### config.mk
export PLATFORM = sky130hd
export DESIGN_NAME = cfu_output_packer
export DESIGN_NICKNAME = d
export VERILOG_FILES = /design/src/rtl/cfu_output_packer_pkg.sv /design/src/rtl/cfu_word_fifo.sv /design/src/rtl/cfu_output_packer.sv
export SDC_FILE = /design/constraint.sdc
export NUM_CORES = 2
export LEC_CHECK = 0
export ABC_AREA = 0
export BUFFER_PORTS_ARGS = -buffer_cell sky130_fd_sc_hd__buf_2
export CAP_MARGIN = 20
export CORE_MARGIN = 2
export CORE_UTILIZATION = 40
export DETAILED_ROUTE_END_ITERATION = 10
export GPL_TIMING_DRIVEN = 0
export PLACE_DENSITY_LB_ADDON = 0.12
export SETUP_SLACK_MARGIN = 0.3
export SYNTH_ARGS = -nofsm -noshare
export SYNTH_HDL_FRONTEND = slang
export SYNTH_SLANG_ARGS = --single-unit
### constraint.sdc
create_clock -name clk -period 10.3 [get_ports clk]
set_clock_uncertainty 0.05 [all_clocks]
set_input_delay 1.03 -clock clk [delete_from_list [all_inputs] [get_ports clk]]
set_output_delay 1.03 -clock clk [all_outputs]
set_load 0.01 [all_outputs]
### src/rtl/cfu_output_packer_pkg.sv
// Shared constants and helpers for the CFU output packer: response function ids,
// the int8 range check and the status-word layout.
package cfu_output_packer_pkg;

    localparam logic [6:0] OUT_READ   = 7'd16;
    localparam logic [6:0] OUT_FLUSH  = 7'd17;
    localparam logic [6:0] OUT_CLEAR  = 7'd18;
    localparam logic [6:0] OUT_STATUS = 7'd19;

    typedef enum logic [1:0] {
        LANE_0 = 2'd0,
        LANE_1 = 2'd1,
        LANE_2 = 2'd2,
        LANE_3 = 2'd3
    } lane_e;

    // True when a signed 32-bit quantizer result fits in int8.
    function automatic logic in_range8(input logic signed [31:0] d);
        return (d >= -32'sd128) && (d <= 32'sd127);
    endfunction

    // Layout returned by OUT_STATUS: {overflow, range_err, lane_count, word_count}.
    function automatic logic [31:0] pack_status(input logic ovf, input logic rerr,
                                                input logic [1:0] lane,
                                                input logic [15:0] wc);
        return {12'd0, ovf, rerr, lane, wc};
    endfunction

endpackage

### src/rtl/cfu_word_fifo.sv
// First-word-fall-through FIFO of 32-bit words with an explicit occupancy count.
// Reads return 0 while empty; push and pop together are allowed even when full.
module cfu_word_fifo #(
    parameter int DEPTH = 64,
    parameter int CNT_W = $clog2(DEPTH + 1)
) (
    input  logic             clk,
    input  logic             reset,
    input  logic             clear,
    input  logic             i_wr_en,
    input  logic [31:0]      i_wr_data,
    input  logic             i_rd_en,
    output logic [31:0]      o_rd_data,
    output logic             o_rd_valid,
    output logic [CNT_W-1:0] o_count,
    output logic             o_full
);

    localparam int AW = (DEPTH > 1) ? $clog2(DEPTH) : 1;
    localparam logic [CNT_W-1:0] FULL_CNT = CNT_W'(DEPTH);

    logic [31:0]      r_mem [DEPTH];
    logic [AW-1:0]    r_wr_ptr;
    logic [AW-1:0]    r_rd_ptr;
    logic [CNT_W-1:0] r_count;
    logic             w_pop;
    logic             w_push;

    assign w_pop  = i_rd_en && (r_count != '0) && !clear;
    // A full FIFO still takes a word when the head leaves in the same cycle.
    assign w_push = i_wr_en && ((r_count != FULL_CNT) || w_pop) && !clear;

    // Storage array; pointers alone define which entries are live.
    always_ff @(posedge clk) begin
        if (w_push) begin
            r_mem[r_wr_ptr] <= i_wr_data;
        end
    end

    // Pointer and occupancy tracking; pointers wrap naturally at DEPTH.
    always_ff @(posedge clk) begin
        if (reset || clear) begin
            r_wr_ptr <= '0;
            r_rd_ptr <= '0;
            r_count  <= '0;
        end else begin
            if (w_push) begin
                r_wr_ptr <= r_wr_ptr + AW'(1);
            end
            if (w_pop) begin
                r_rd_ptr <= r_rd_ptr + AW'(1);
            end
            case ({w_push, w_pop})
                2'b10:   r_count <= r_count + CNT_W'(1);
                2'b01:   r_count <= r_count - CNT_W'(1);
                default: r_count <= r_count;
            endcase
        end
    end

    // Head word presentation, forced to zero while empty.
    always_comb begin
        if (r_count != '0) begin
            o_rd_data = r_mem[r_rd_ptr];
        end else begin
            o_rd_data = 32'd0;
        end
    end

    assign o_rd_valid = (r_count != '0);
    assign o_count    = r_count;
    assign o_full     = (r_count == FULL_CNT);

endmodule

### src/rtl/cfu_output_packer.sv
// Packs four quantized int8 results into little-endian 32-bit words and queues
// them in a FWFT FIFO for the CFU response path.
module cfu_output_packer
    import cfu_output_packer_pkg::*;
#(
    parameter int DEPTH = 64,
    parameter int CNT_W = $clog2(DEPTH + 1)
) (
    input  logic               clk,
    input  logic               reset,
    input  logic               clear,
    input  logic               in_valid,
    input  logic signed [31:0] in_data,
    output logic               in_ready,
    input  logic               flush,
    input  logic               rd_en,
    output logic [31:0]        rd_data,
    output logic               rd_valid,
    output logic [CNT_W-1:0]   word_count,
    output logic [1:0]         lane_count,
    output logic               range_err,
    output logic               overflow
);

    logic [31:0] r_asm;
    logic [1:0]  r_lane;
    logic        r_range_err;
    logic        r_overflow;

    logic        w_full;
    logic        w_accept;
    logic        w_complete;
    logic        w_flush_do;
    logic        w_push;
    logic        w_ovf_evt;
    logic [31:0] w_merged;

    assign in_ready   = !w_full;
    assign w_accept   = in_valid && in_ready && !clear;
    assign w_complete = w_accept && (r_lane == LANE_3);
    // A flush pushes whatever is assembled, including a byte arriving this cycle.
    assign w_flush_do = flush && !clear && !w_full && ((r_lane != LANE_0) || w_accept);
    assign w_push     = w_complete || w_flush_do;
    assign w_ovf_evt  = !clear && ((in_valid && !in_ready) || (flush && w_full));

    // Current assembly with the accepted byte dropped into its lane.
    always_comb begin
        w_merged = r_asm;
        if (w_accept) begin
            case (r_lane)
                LANE_0:  w_merged[7:0]   = in_data[7:0];
                LANE_1:  w_merged[15:8]  = in_data[7:0];
                LANE_2:  w_merged[23:16] = in_data[7:0];
                default: w_merged[31:24] = in_data[7:0];
            endcase
        end else begin
            w_merged = r_asm;
        end
    end

    // Lane assembly register and sticky error flags.
    always_ff @(posedge clk) begin
        if (reset || clear) begin
            r_asm       <= 32'd0;
            r_lane      <= 2'd0;
            r_range_err <= 1'b0;
            r_overflow  <= 1'b0;
        end else begin
            if (w_push) begin
                r_asm  <= 32'd0;
                r_lane <= 2'd0;
            end else if (w_accept) begin
                r_asm  <= w_merged;
                r_lane <= r_lane + 2'd1;
            end else begin
                r_asm  <= r_asm;
                r_lane <= r_lane;
            end
            if (w_accept && !in_range8(in_data)) begin
                r_range_err <= 1'b1;
            end
            if (w_ovf_evt) begin
                r_overflow <= 1'b1;
            end
        end
    end

    cfu_word_fifo #(
        .DEPTH (DEPTH),
        .CNT_W (CNT_W)
    ) u_fifo (
        .clk       (clk),
        .reset     (reset),
        .clear     (clear),
        .i_wr_en   (w_push),
        .i_wr_data (w_merged),
        .i_rd_en   (rd_en),
        .o_rd_data (rd_data),
        .o_rd_valid(rd_valid),
        .o_count   (word_count),
        .o_full    (w_full)
    );

    assign lane_count = r_lane;
    assign range_err  = r_range_err;
    assign overflow   = r_overflow;

endmodule
---- Word-level counts from Yosys, hierarchy flattened ----
Memory sizes are Yosys's and may differ from the RTL's. A register that Yosys moved wholly into a read port is not among the register bits.
Index checks and enable logic that the tools add are counted.
storage, ports and cells
  bits in registers ....................... 55
  bits in writable memories ............... 2048
  input bits .............................. 38
  output and inout bits ................... 45
  logic and storage cells ................. 62
  memories kept ........................... 1
operators by class
  add/sub/neg operators ................... 5
  $lt $le $gt $ge ......................... 2
  eq/ne operators ......................... 7
  multiplexer cells ....................... 11
  reductions and logical operators ........ 29
memory list
  name          depth  width  rd ports  clocked after Yosys merged registers in  wr ports  RTL line             source
  u_fifo.r_mem  64     32     1         1                                        1         cfu_word_fifo.sv:22  logic [31:0] r_mem [DEPTH];
operator list
  operator                                                            count
  two-way mux 32 bit                                                  2
  greater-or-equal comparator 32 x 8 -> 1 bit, second input constant  1
  less-or-equal comparator 32 x 8 -> 1 bit, second input constant     1
  two-way mux 8 bit                                                   4
  logical AND 1 bit                                                   15
  one-hot mux 7 bit (2 select lines)                                  1
  adder 6 x 1 -> 6 bit, second input constant                         2
  two-way mux 6 bit                                                   2
  adder 7 x 1 -> 7 bit, second input constant                         1
  == test 7 bit, second input constant                                1
  != test 7 bit, second input constant                                1
  nonzero test 7 bit                                                  1
  subtractor 7 x 1 -> 7 bit, second input constant                    1
  == test 2 bit, second input constant                                3
  logical OR 1 bit                                                    5
  == test 2 x 1 -> 1 bit, second input constant                       2
  nonzero test 2 bit                                                  2
  zero test 1 bit                                                     3
  OR reduction 3 bit                                                  1
  adder 2 x 1 -> 2 bit, second input constant                         1
  zero test 2 bit                                                     1
  two-way mux 1 bit                                                   2
  OR reduction 2 bit                                                  1

---- Longest topological paths before layout ----
  word-level depth ........................ 11
  mapped depth ............................ 16
  depth with buffers taken out ............ 15

---- Modules after synthesis ----
From an unflattened synthesis, not the netlist that was laid out.
second synthesis, totals
  cell total of the unflattened synthesis .. 3635
  area, all modules ....................... 81490.7 um2
by module, submodules not included
  module             instances  cells each  area each (um2)  seq. area each (um2)
  cfu_word_fifo      1          3481        79657.6          61999.5
  cfu_output_packer  1          154         1833.0           720.7

---- Worst setup path before layout ----
No wires, ideal clock.
  path kind ............................... in2reg
  start ................................... in flush
  end ..................................... mem u_fifo.r_mem[62][0] (enable)
  data arrival time ....................... 3.469 ns
  required time ........................... 9.829 ns
  slack ................................... 6.360 ns
  cell stages on the path ................. 5
  path buffers ............................ 1
  cell sequence ........................... o21ai_0 -> a2111o_1 -> or3b_1 -> clkbuf_1 -> nor2_1
on the way
  longest elaborated chain between the ends .. 8
RTL lines
  element                                  RTL line                 source
  from (decl)                              cfu_output_packer.sv:15  input logic flush,
  logical AND 1 bit (3 in series)          cfu_output_packer.sv:42  assign w_flush_do = flush && !clear && !w_full && ((r_lane != LANE_0) || w_accept);
  logical OR 1 bit                         cfu_output_packer.sv:43  assign w_push = w_complete || w_flush_do;
  logical AND 1 bit (2 in series)          cfu_word_fifo.sv:31      assign w_push = i_wr_en && ((r_count != FULL_CNT) || w_pop) && !clear;
  two-way mux 1 bit                        cfu_word_fifo.sv:35      if (w_push) begin
  two-way mux 1 bit (implied by the code)  cfu_word_fifo.sv:36      r_mem[r_wr_ptr] <= i_wr_data;
  to (decl)                                cfu_word_fifo.sv:22
No other way between the ends.

==> results_tabular.tex <==
\begin{tabular}{lr}
\hline
Metric & Value \\
\hline
\multicolumn{2}{l}{\textbf{Floorplanning}} \\
Floorplan die width & 455 um \\
Die H & 455 um \\
Starting Density & 40.3\% \\
Total I/O pin count & 83 \\
Total Die Area & 0.207 sq mm \\
Core region area & 0.202 sq mm \\
Site Rows & 165 \\
\multicolumn{2}{l}{\textbf{Drt}} \\
Remaining DRCs & 0 \\
Routed wire length per instance & 44.4 um \\
Post-detailed-route via-to-cell ratio & 6.34 \\
First-pass iteration count of the detailed router & 6 \\
Total routed wirelength & 314000 um \\
Total via count in the routed design & 44771 \\
DRC violation total after the first TritonRoute iteration & 7694 \\
Residual antenna-violating net count after detailed routing & 0 \\
\multicolumn{2}{l}{\textbf{Status}} \\
Run status & finished, final reports clean \\
\multicolumn{2}{l}{\textbf{STA}} \\
Share of the clock period used by the worst path after layout & 70.1\% \\
Clock period minus worst slack & 7.22 ns \\
Slew at the pin closest to its max-slew limit & 1.22 ns \\
Setup TNS & 0 ns \\
Remaining max-slew budget at the tightest pin & 18.5\% \\
Highest Clock Rate & 139 MHz \\
Post-Route Hold Slack & 0.401 ns \\
Final hold violations & 0 \\
Setup repair after global routing missed its margin & false \\
Final slew viol count & 0 \\
Finish-stage setup viols & 0 \\
\multicolumn{2}{l}{\textbf{Power}} \\
Worst vdd rail ir drop & 0.160 mV \\
Total power after layout & 16.9 mW \\
Standby leakage power & 30.6 nW \\
Pwr per Cell Area & 177 mW/mm\^{}2 \\
\multicolumn{2}{l}{\textbf{Global route}} \\
Fraction of met1 tracks used by global routing & 41.4\% \\
Met2 demand-to-capacity share in global routing & 46.8\% \\
Combined global-route utilization of all metal layers & 30.3\% \\
Aggregate global routing overflow & 0 \\
Pin count of the biggest net entering global routing & 66 \\
Busiest metal layer after global routing & met2 \\
Number of antenna violations at the first check in global routing & 28 \\
Vias in the first global route & 42642 \\
Met3 capacity usage during global routing & 6.97\% \\
Wire length of the first global-routing pass & 409000 um \\
\multicolumn{2}{l}{\textbf{Synthesis}} \\
Async set-reset flop share out of synthesis & 0\% \\
Total number of yosys warnings & 0 \\
Proportion of synthesized chip area in sequential cells & 77.1\% \\
Synthesized Nets & 3810 \\
Biggest area contributors in the synthesized netlist & sky130\_fd\_sc\_hd\_\_edfxtp\_1 76\%, sky130\_fd\_sc\_hd\_\_mux4\_2 14\%, sky130\_fd\_sc\_hd\_\_dfxtp\_1 1.5\% \\
Fraction of post-synthesis cell area in the top cell type by area & 75.6\% \\
Post-synthesis register bit count & 2109 \\
Post-synth EDFFs & 2048 \\
Cell variety after synth & 64 \\
Prevailing post-synth register cell & sky130\_fd\_sc\_hd\_\_edfxtp\_1 \\
Post-Syn Instances & 3762 \\
Cell type with the largest total area after synthesis & sky130\_fd\_sc\_hd\_\_edfxtp\_1 \\
Mean area per synthesized cell & 21.6 sq um \\
Mapped cell area & 0.0814 sq mm \\
\multicolumn{2}{l}{\textbf{CTS}} \\
Clock slew at reported path FFs & 0.06 ns \\
Clock network latency to the later pin of the worst-skew pair & 0.88 ns \\
CTS Root Buffer Type & sky130\_fd\_sc\_hd\_\_clkbuf\_16 \\
Setup Fix Bufs, Post-CTS & 0 \\
Longest Clk Path Bufs & 3 \\
Clock tree from TritonCTS & yes \\
Post\_cts resized & 0 \\
CTS Sinks & 2109 \\
Number of buffers inserted by hold repair at cts & 0 \\
CTS buffer count & 216 \\
Total number of H-tree levels & 4 \\
\multicolumn{2}{l}{\textbf{Finish}} \\
\# fillers & 16556 \\
Most frequent standard cell in the layout excluding fill and tap cells & sky130\_fd\_sc\_hd\_\_edfxtp\_1 \\
Fraction of final layout cells sized beyond drive strength 1 & 29.3\% \\
Area overhead of the layout relative to synthesis & 17.1\% \\
Commonest non-fill, non-tap cells in the layout & 2048 x sky130\_fd\_sc\_hd\_\_edfxtp\_1, 503 x sky130\_fd\_sc\_hd\_\_mux4\_2, 216 x sky130\_fd\_sc\_hd\_\_clkbuf\_16 \\
Final instance area & 0.0953 sq mm \\
Layout Nets & 4258 \\
Final cell count without fillers & 7066 \\
\multicolumn{2}{l}{\textbf{Critical path}} \\
Data arrival, critical path & 6.14 ns \\
Launch point of the worst reg-to-reg path & u\_fifo.o\_count[2]\$\_SDFFE\_PP0P\_ \\
Worst setup path end & rd\_data[27] \\
CP required & 9.22 ns \\
Worst setup path category & reg2out \\
Kind of start point of the critical path & register \\
FF-to-FF path depth & 16 \\
Critical path peak fanout & 10 \\
Kind of capture point of the worst setup path & output port \\
Destination of the worst register-to-register timing path & u\_fifo.o\_count[6]\$\_SDFFE\_PP0P\_ \\
Reg2reg setup slack & 4.69 ns \\
\multicolumn{2}{l}{\textbf{Placement}} \\
Placed cell count & 6663 \\
Final HPWL DP & 213000 um \\
Area after detailed placement & 0.0887 sq mm \\
IO buf count & 82 \\
Weighted congestion reported at the end of routability-driven placement & 0.871 \\
\multicolumn{2}{l}{\textbf{Job}} \\
\# Max-Cap Violations & 0 \\
\multicolumn{2}{l}{\textbf{Hold path}} \\
Min-delay worst type & reg2reg \\
\hline
\end{tabular}
## layer usage
| layer | routed length [um] | vias to the layer above | share of wire (%) |
|---|---|---|---|
| met3 | 32200 | 609 | 10 |
| li1 | - | 16704 | - |
| met2 | 144000 | 2959 | 46 |
| met1 | 122000 | 24483 | 39 |
| met5 | 123 | - | 0.039 |
| met4 | 15700 | 16 | 5.0 |
## how the worst min path moves through the flow
stage / from / endpoint / cells past startpoint
final: overflow$_SDFFE_PP0P_ / overflow$_SDFFE_PP0P_ / 2
after global routing: in_valid / range_err$_SDFFE_PP0P_ / 3
after CTS: in_valid / range_err$_SDFFE_PP0P_ / 3
after detailed placement: overflow$_SDFFE_PP0P_ / overflow$_SDFFE_PP0P_ / 2
after global placement: overflow$_SDFFE_PP0P_ / overflow$_SDFFE_PP0P_ / 2
after floorplan: u_fifo.r_rd_ptr[1]$_SDFFE_PP0N_ / register / 2
## synth_stat cells, types with 6 or more instances
cell and count:
sky130_fd_sc_hd__buf_1 13, sky130_fd_sc_hd__inv_1 8, sky130_fd_sc_hd__a211oi_1 15, sky130_fd_sc_hd__a21oi_1 55, sky130_fd_sc_hd__xnor2_1 8, sky130_fd_sc_hd__nor3_1 6, sky130_fd_sc_hd__and2_1 15, sky130_fd_sc_hd__ha_1 10
sky130_fd_sc_hd__nand2b_1 6, sky130_fd_sc_hd__nor4_1 6, sky130_fd_sc_hd__clkbuf_1 57, sky130_fd_sc_hd__mux2i_1 97, sky130_fd_sc_hd__xor2_1 10, sky130_fd_sc_hd__buf_6 14, sky130_fd_sc_hd__buf_2 82, sky130_fd_sc_hd__mux2_4 32
sky130_fd_sc_hd__mux4_2 503, sky130_fd_sc_hd__dfxtp_1 61, sky130_fd_sc_hd__nor2_1 121, sky130_fd_sc_hd__a22o_1 9, sky130_fd_sc_hd__a221o_1 8, sky130_fd_sc_hd__nand3_1 46, sky130_fd_sc_hd__o2111ai_1 11, sky130_fd_sc_hd__edfxtp_1 2048
sky130_fd_sc_hd__a221oi_1 13, sky130_fd_sc_hd__a31oi_1 24, sky130_fd_sc_hd__a32oi_1 32, sky130_fd_sc_hd__buf_4 48, sky130_fd_sc_hd__o21ai_1 16, sky130_fd_sc_hd__nand4_1 9, sky130_fd_sc_hd__nand2_1 173, sky130_fd_sc_hd__nor2b_1 46
sky130_fd_sc_hd__mux2_2 8, sky130_fd_sc_hd__a22oi_1 79, sky130_fd_sc_hd__o21ai_0 14
## final cells by class
cell class	count	area (sq um)	share of cell area, %
clock inverter	112	860	0.902
timing repair buffer	230	3520	3.70
clock buffer	283	5660	5.94
sequential	2109	62700	65.8
buffer	214	1200	1.26
inverter	14	52.6	0.0552
tap	2672	3340	3.51
multi-input combinational	1425	17900	18.8
antenna	7	17.5	0.0184
## cells by family (layout without fill, tap and decap cells)
logic type,Yosys count,after routing,synth area share [%]
AOI/OAI and AO/OA,298,298,2.60
xor gates and xnor gates,18,18,0.194
adders and majority gates,10,10,0.154
buffers and inverters,228,853,1.53
DFF,2109,2109,77.1
muxes,640,640,15.8
other,0,7,0
and+or+nand+nor,459,459,2.62
## flip-flops by register name, indices dropped and copies added, names as in the netlist, named ones only
register,count
u_fifo.r_mem,2048
u_fifo.r_rd_ptr,6
range_err,1
u_fifo.r_wr_ptr,6
r_asm,32
lane_count,2
overflow,1
u_fifo.o_count,7
## critical path, stage by stage, from the launching register on
cell and delay, ns:
sky130_fd_sc_hd__dfxtp_1 0.44, sky130_fd_sc_hd__buf_4 0.30, sky130_fd_sc_hd__buf_4 0.38, sky130_fd_sc_hd__buf_2 0.55
sky130_fd_sc_hd__buf_2 0.91, sky130_fd_sc_hd__buf_1 0.46, sky130_fd_sc_hd__buf_8 0.25, sky130_fd_sc_hd__a211oi_1 0.14
sky130_fd_sc_hd__buf_4 0.23, sky130_fd_sc_hd__a31oi_1 0.49, sky130_fd_sc_hd__a32oi_1 0.40, sky130_fd_sc_hd__nand2_1 0.43
sky130_fd_sc_hd__buf_2 0.20
## per-stage QoR
stage               setup slack (ns)  util, %
CTS                             3.12     47.1
global placement                2.09     42.1
floorplan                       6.36        -
detailed placement              4.10     43.9
global route                    3.24     47.1
finish                          3.08     47.1
## report_power, final
group          internal, mW  total [mW]  switching [mW]
combinational        0.0396       0.159           0.119
sequential             9.31        9.31         0.00169
clock                  4.00        7.41            3.41
total                  13.4        16.9            3.53
Power figures use the tool's default switching activity.
